$ cat src/rtl/mips_ctrl_pkg.sv
// rtl/mips_ctrl_pkg.sv - shared opcodes, ALUOp codes and control bundle for the ID stage
package mips_ctrl_pkg;

  localparam logic [5:0] OP_RTYPE = 6'b000000;
  localparam logic [5:0] OP_LW    = 6'b100011;
  localparam logic [5:0] OP_SW    = 6'b101011;
  localparam logic [5:0] OP_BEQ   = 6'b000100;
  localparam logic [5:0] OP_BNE   = 6'b000101;
  localparam logic [5:0] OP_ADDI  = 6'b001000;
  localparam logic [5:0] OP_ANDI  = 6'b001100;
  localparam logic [5:0] OP_ORI   = 6'b001101;
  localparam logic [5:0] OP_NOP   = 6'b100000;

  localparam logic [2:0] ALU_ADD   = 3'b000;
  localparam logic [2:0] ALU_SUB   = 3'b001;
  localparam logic [2:0] ALU_FUNCT = 3'b010;
  localparam logic [2:0] ALU_AND   = 3'b011;
  localparam logic [2:0] ALU_OR    = 3'b100;

  typedef struct packed {
    logic       reg_write;
    logic       mem_to_reg;
    logic       branch;
    logic       branch_ne;
    logic       mem_read;
    logic       mem_write;
    logic       reg_dst;
    logic       alu_src;
    logic [2:0] alu_op;
  } ctrl_t;

  localparam int    CTRL_W = $bits(ctrl_t);
  localparam ctrl_t BUBBLE = '0;

endpackage

$ cat src/rtl/id_main_decoder.sv
// rtl/id_main_decoder.sv - combinational opcode-to-control table with illegal-opcode flag
module id_main_decoder
  import mips_ctrl_pkg::*;
(
  input  logic [5:0]        opcode,
  output logic [CTRL_W-1:0] ctrl,
  output logic              uses_rt,
  output logic              illegal
);

  ctrl_t c;

  always_comb begin
    c       = BUBBLE;
    uses_rt = 1'b0;
    illegal = 1'b0;
    case (opcode)
      OP_RTYPE: begin
        c.reg_write = 1'b1;
        c.reg_dst   = 1'b1;
        c.alu_op    = ALU_FUNCT;
        uses_rt     = 1'b1;
      end
      OP_LW: begin
        c.reg_write  = 1'b1;
        c.mem_to_reg = 1'b1;
        c.mem_read   = 1'b1;
        c.alu_src    = 1'b1;
        c.alu_op     = ALU_ADD;
      end
      OP_SW: begin
        c.mem_write = 1'b1;
        c.alu_src   = 1'b1;
        c.alu_op    = ALU_ADD;
        uses_rt     = 1'b1;
      end
      OP_BEQ: begin
        c.branch = 1'b1;
        c.alu_op = ALU_SUB;
        uses_rt  = 1'b1;
      end
      OP_BNE: begin
        c.branch    = 1'b1;
        c.branch_ne = 1'b1;
        c.alu_op    = ALU_SUB;
        uses_rt     = 1'b1;
      end
      OP_ADDI: begin
        c.reg_write = 1'b1;
        c.alu_src   = 1'b1;
        c.alu_op    = ALU_ADD;
      end
      OP_ANDI: begin
        c.reg_write = 1'b1;
        c.alu_src   = 1'b1;
        c.alu_op    = ALU_AND;
      end
      OP_ORI: begin
        c.reg_write = 1'b1;
        c.alu_src   = 1'b1;
        c.alu_op    = ALU_OR;
      end
      OP_NOP: c = BUBBLE;
      default: illegal = 1'b1;
    endcase
  end

  assign ctrl = c;

endmodule

$ cat src/rtl/id_control_pipe.sv
// rtl/id_control_pipe.sv - ID-stage main control with load-use stall, branch flush and ID/EX register
module id_control_pipe
  import mips_ctrl_pkg::*;
#(
  parameter int REG_AW       = 5,
  parameter int FLUSH_CYCLES = 2,
  parameter int ALUOP_W      = 3
) (
  input  logic              clk,
  input  logic              rst,
  input  logic [5:0]        opcode_ID,
  input  logic [REG_AW-1:0] rs_ID,
  input  logic [REG_AW-1:0] rt_ID,
  input  logic              valid_ID,
  input  logic [REG_AW-1:0] rt_EX,
  input  logic              branch_taken,
  input  logic              illegal_clr,
  output logic              RegWrite_EX,
  output logic              MemtoReg_EX,
  output logic              Branch_EX,
  output logic              BranchNE_EX,
  output logic              MemRead_EX,
  output logic              MemWrite_EX,
  output logic              RegDst_EX,
  output logic              ALUSrc_EX,
  output logic [ALUOP_W-1:0] ALUOp_EX,
  output logic              valid_EX,
  output logic              stall_ID,
  output logic              flush_IFID,
  output logic              illegal_sticky
);

  localparam logic [2:0] CNT_RELOAD = 3'(FLUSH_CYCLES - 1);

  logic [CTRL_W-1:0] dec_bits;
  ctrl_t             dec;
  ctrl_t             ex;
  logic              uses_rt;
  logic              illegal;
  logic              valid_ex_q;
  logic [2:0]        cnt;
  logic              flush_active;
  logic              hazard;

  id_main_decoder u_dec (
    .opcode  (opcode_ID),
    .ctrl    (dec_bits),
    .uses_rt (uses_rt),
    .illegal (illegal)
  );

  assign dec = ctrl_t'(dec_bits);

  // A load in EX whose destination feeds this ID instruction needs one bubble.
  assign hazard = valid_ID & ex.mem_read & valid_ex_q & (rt_EX != '0) &
                  ((rt_EX == rs_ID) | (uses_rt & (rt_EX == rt_ID)));

  assign flush_active = branch_taken | (cnt != 3'd0);
  assign flush_IFID   = flush_active;
  assign stall_ID     = hazard & ~flush_active;

  always_ff @(posedge clk or posedge rst) begin
    if (rst) begin
      cnt            <= 3'd0;
      ex             <= BUBBLE;
      valid_ex_q     <= 1'b0;
      illegal_sticky <= 1'b0;
    end else begin
      if (branch_taken)
        cnt <= CNT_RELOAD;
      else if (cnt != 3'd0)
        cnt <= cnt - 3'd1;

      // An unknown opcode is not a real instruction, so it enters EX as a bubble.
      if (flush_active | stall_ID | ~valid_ID | illegal) begin
        ex         <= BUBBLE;
        valid_ex_q <= 1'b0;
      end else begin
        ex         <= dec;
        valid_ex_q <= 1'b1;
      end

      if (illegal_clr)
        illegal_sticky <= 1'b0;
      else if (valid_ID & illegal)
        illegal_sticky <= 1'b1;
    end
  end

  assign RegWrite_EX = ex.reg_write;
  assign MemtoReg_EX = ex.mem_to_reg;
  assign Branch_EX   = ex.branch;
  assign BranchNE_EX = ex.branch_ne;
  assign MemRead_EX  = ex.mem_read;
  assign MemWrite_EX = ex.mem_write;
  assign RegDst_EX   = ex.reg_dst;
  assign ALUSrc_EX   = ex.alu_src;
  assign ALUOp_EX    = ALUOP_W'(ex.alu_op);
  assign valid_EX    = valid_ex_q;

endmodule

$ cat config.mk
export PLATFORM = sky130hd
export DESIGN_NAME = id_control_pipe
export DESIGN_NICKNAME = d
export VERILOG_FILES = /design/src/rtl/mips_ctrl_pkg.sv /design/src/rtl/id_main_decoder.sv /design/src/rtl/id_control_pipe.sv
export SDC_FILE = /design/constraint.sdc
export NUM_CORES = 1
export LEC_CHECK = 0
export CAP_MARGIN = 15
export CORE_MARGIN = 4
export CORE_UTILIZATION = 37
export CTS_CLUSTER_SIZE = 14
export DETAILED_ROUTE_END_ITERATION = 8
export PLACE_DENSITY_LB_ADDON = 0.08
export SLEW_MARGIN = 20
export SYNTH_ARGS = -nofsm -noshare
export SYNTH_HDL_FRONTEND = slang
export SYNTH_SLANG_ARGS = --single-unit
$ cat constraint.sdc
create_clock -name clk -period 3.1 [get_ports clk]
set_input_delay 0.93 -clock clk [delete_from_list [all_inputs] [get_ports clk]]
set_output_delay 0.93 -clock clk [all_outputs]
set_load 0.005 [all_outputs]
==> key figures, run 1 <==
Status
  • Status: finished, violations left
  • Violated checks: negative setup slack

Finish
  • Commonest non-fill, non-tap cell in the layout: buf_4
  • Ant diodes: 0
  • Most frequent cells in the layout: buf_4 (20), clkdlybuf4s50_1 (19), dfrtp_1 (15), dlygate4sd2_1 (13), nor3_1 (8)
  • Area added between synthesis and finish: 66.8%
  • Layout cells sized above 1: 27.3%
  • Final Core Density: 64.3%
  • # fillers: 220
  • Final nets: 183
  • Design Area, Final: 0.00159 sq mm

Critical path
  • Setup CP Type: in -> out
  • CP peak stage delay: 530 ps
  • Worst path slowest cell: or4_4
  • CP cell instances: buf_6 > or4_4 > o2111ai_4 > a2111oi_4 > o21ba_2 > buf_2
  • Worst setup SP type: input pin
  • WP data required: 2170 ps
  • Worst endpoint data arrival time: 2230 ps
  • Worst-path fanout max: 2
  • Worst path bufs/invs: 2
  • CP endpoint kind: output pin
  • Crit-path leading delay family: compound AO/OA/AOI/OAI gates

Place
  • Final Wtd Congestion: 0.811
  • I/O Buffers: 40
  • Post-Place Setup Slack: -760 ps
  • Post-DP HPWL: 1980 microns
  • Post-DP Area: 0.00151 sq mm

Clocking
  • Root buf cell: clkbuf_4
  • CTS H-Tree Depth: 1
  • Reg clk slew, reported paths: 80 ps
  • Total CTS buffers: 3
  • Max Root-Sink Buffers: 2
  • CTS tree: built
  • Latest clock arrival within the worst-skew pair: 280 ps
  • Clock Sinks: 15
  • Cts hold-fix bufs: 0

Yosys
  • Synthesized cell area: 955 sq um
  • Mapped Nets: 123
  • Synth Area per Inst: 10.0 sq um
  • Post-synthesis sequential area ratio: 39.3%
  • FF+latch count, synth: 15
  • Library cells used by synthesis: 36
  • Yosys warning total: 0
  • Post-Syn Instances: 95

Global routing
  • First-pass GRT wire length: 3930 microns
  • Largest net degree at the start of global routing: 16
  • Vias in the first global route: 959
  • Grt ovf: 0
  • Total track usage: 14.9%
  • Initial antenna violation count: 0

Drt
  • Routed wire length: 2480 microns
  • Initial drt markers: 27
  • Vias per inst: 5.04
  • Post-DRT Antenna Nets: 0
  • Average wire per standard cell: 13.5 microns
  • First-pass iteration count of the detailed router: 4
  • Vias post-DR: 928
  • # DRC: 0

Timing
  • Worst Max-Slew Pin Slew: 536 ps
  • Pins Over Slew Limit: 0
  • Period minus WS final: 3160 ps
  • RSZ-0062 raised after global routing: true
  • Hold Fails Final Rpt: 0
  • Slew headroom: 64.3%
  • Final period utilization: 102%
  • Final worst setup slack: -56.9 ps
  • Post-route setup TNS: -56.9 ps
  • Max Clock Skew: 5.65 ps
  • Final setup viols: 1
  • Top achievable clock speed: 0.317 GHz

Floorplan
  • Area of the core: 0.00248 sq mm
  • I/O pin cnt: 41
  • Die Wd: 58.8 microns
  • Initial core utilization: 38.5%
  • Die area: 0.00346 sq mm
  • Chip height: 58.8 microns
  • Std cell rows: 18

Pwr
  • Tot Pwr: 0.000518 W
  • Leak Pwr: 0.701 nW
  • Worst IR drop on VDD: 0.425 mV
  • PwrDens: 325 mW/mm^2

Flow run
  • Max Cap Violations: 0

Min path
  • Worst Hold Class: reg -> reg
-- worst paths after layout --
check	start	to	slack, ps	cells past startpoint
worst max-delay path	rt_EX[2]	stall_ID	-60	6
worst min-delay path	cnt[2]$_DFFE_PP0P_	cnt[2]$_DFFE_PP0P_	520	2
worst max register to register	cnt[0]$_DFFE_PP0P_	BranchNE_EX$_DFF_PP0_	1010	7
worst min register to register	cnt[2]$_DFFE_PP0P_	cnt[2]$_DFFE_PP0P_	520	2
max in group asynchronous	rst	RegDst_EX$_DFF_PP0_	1760	2
min in group asynchronous	rst	MemWrite_EX$_DFF_PP0_	980	2
-- cell usage after synthesis --
master / count / area, sq um
dfrtp_1: 15 / 375
nor3_1: 8 / 40.0
xnor2_1: 8 / 70.1
nor2_1: 7 / 26.3
inv_1: 5 / 18.8
nand2b_1: 5 / 31.3
a21oi_1: 4 / 20.0
xor2_1: 4 / 35.0
nand3_1: 3 / 15.0
nand3b_1: 3 / 22.5
buf_2: 2 / 10.0
buf_6: 2 / 22.5
ha_1: 2 / 25.0
nand2_1: 2 / 7.51
nand4_1: 2 / 12.5
nor4_1: 2 / 12.5
nor4_4: 2 / 42.5
a2111oi_2: 1 / 15.0
a211o_1: 1 / 8.76
a211oi_1: 1 / 7.51
a31oi_1: 1 / 6.26
and2_1: 1 / 6.26
and3b_1: 1 / 8.76
and4b_1: 1 / 10.0
buf_4: 1 / 7.51
clkbuf_1: 1 / 3.75
nand4b_1: 1 / 8.76
nor4_2: 1 / 12.5
nor4b_1: 1 / 8.76
o2111ai_2: 1 / 15.0
o21ai_0: 1 / 5.00
o21ba_2: 1 / 10.0
o32a_1: 1 / 10.0
or2_2: 1 / 6.26
or4_1: 1 / 7.51
or4b_1: 1 / 10.0
-- report_power, final --
| group | internal, W | switching, W | total, W |
|---|---|---|---|
| logic | 0.0000996 | 0.0000934 | 0.000193 |
| clock network | 0.0000500 | 0.0000567 | 0.000107 |
| registers | 0.000210 | 0.00000804 | 0.000218 |
| total | 0.000360 | 0.000158 | 0.000518 |
-- timing repair --
action                     4_1_cts  5_1_grt
pin swaps                       12        1
resized for setup               42        5
buffers inserted                 3        0
setup endpoints to repair        1        2
-- worst register-to-register path, delay by kind of cell (launching register included) --
family | cells | cell delay, ps
DFF | 1 | 400
adders and majority gates | 2 | 480
and+or+nand+nor | 4 | 1070
buffers and inverters | 1 | 60
-- flip-flops by register name, summed over array words and instances, names as in the netlist --
signal / flops
RegWrite_EX: 1
valid_EX: 1
ALUOp_EX: 3
MemWrite_EX: 1
Branch_EX: 1
RegDst_EX: 1
ALUSrc_EX: 1
illegal_sticky: 1
BranchNE_EX: 1
MemRead_EX: 1
cnt: 3
-- cell type report --
class | count | area (sq um) | share of cell area [%]
multi-input cells | 69 | 597 | 37.5
inverters | 5 | 18.8 | 1.18
flip-flops and latches | 15 | 375 | 23.6
clock buffers | 4 | 26.3 | 1.65
repair buffers | 61 | 538 | 33.8
well taps | 30 | 37.5 | 2.36
-- cell families after synthesis --
logic type	after synthesis	synth area share [%]
AND/OR/NAND/NOR	43	30.3
AO/OA/AOI/OAI	12	10.2
adder cells (fa/ha/maj)	2	2.62
XOR/XNOR	12	11.0
flip-flops	15	39.3
buffers and inverters	11	6.55
-- metrics by stage --
step           std cells  hold WS (ps)
6_report             184           518
2_1_floorplan         95           480
5_1_grt              184           567
3_5_place_dp         177           504
3_3_place_gp         177           494
4_1_cts              184           522
-- per-layer routing --
layer / track usage (%) / wire length (microns)
met1: 17.1 / 1030
met2: 26.0 / 1250
met3: 4.61 / 149
met4: 5.18 / 51
met5: 0 / 0
Note: power is estimated with default switching activity, not from simulation.
==> run 2: changes to the inputs <==
--- a/config.mk
+++ b/config.mk
@@ -11,7 +11,7 @@
 export CTS_CLUSTER_SIZE = 14
 export DETAILED_ROUTE_END_ITERATION = 8
 export PLACE_DENSITY_LB_ADDON = 0.08
-export SLEW_MARGIN = 20
+export SLEW_MARGIN = 25
 export SYNTH_ARGS = -nofsm -noshare
 export SYNTH_HDL_FRONTEND = slang
 export SYNTH_SLANG_ARGS = --single-unit
==> results of run 2 <==
Same layout as run 1: the final DEF is identical, and so are final timing and power.
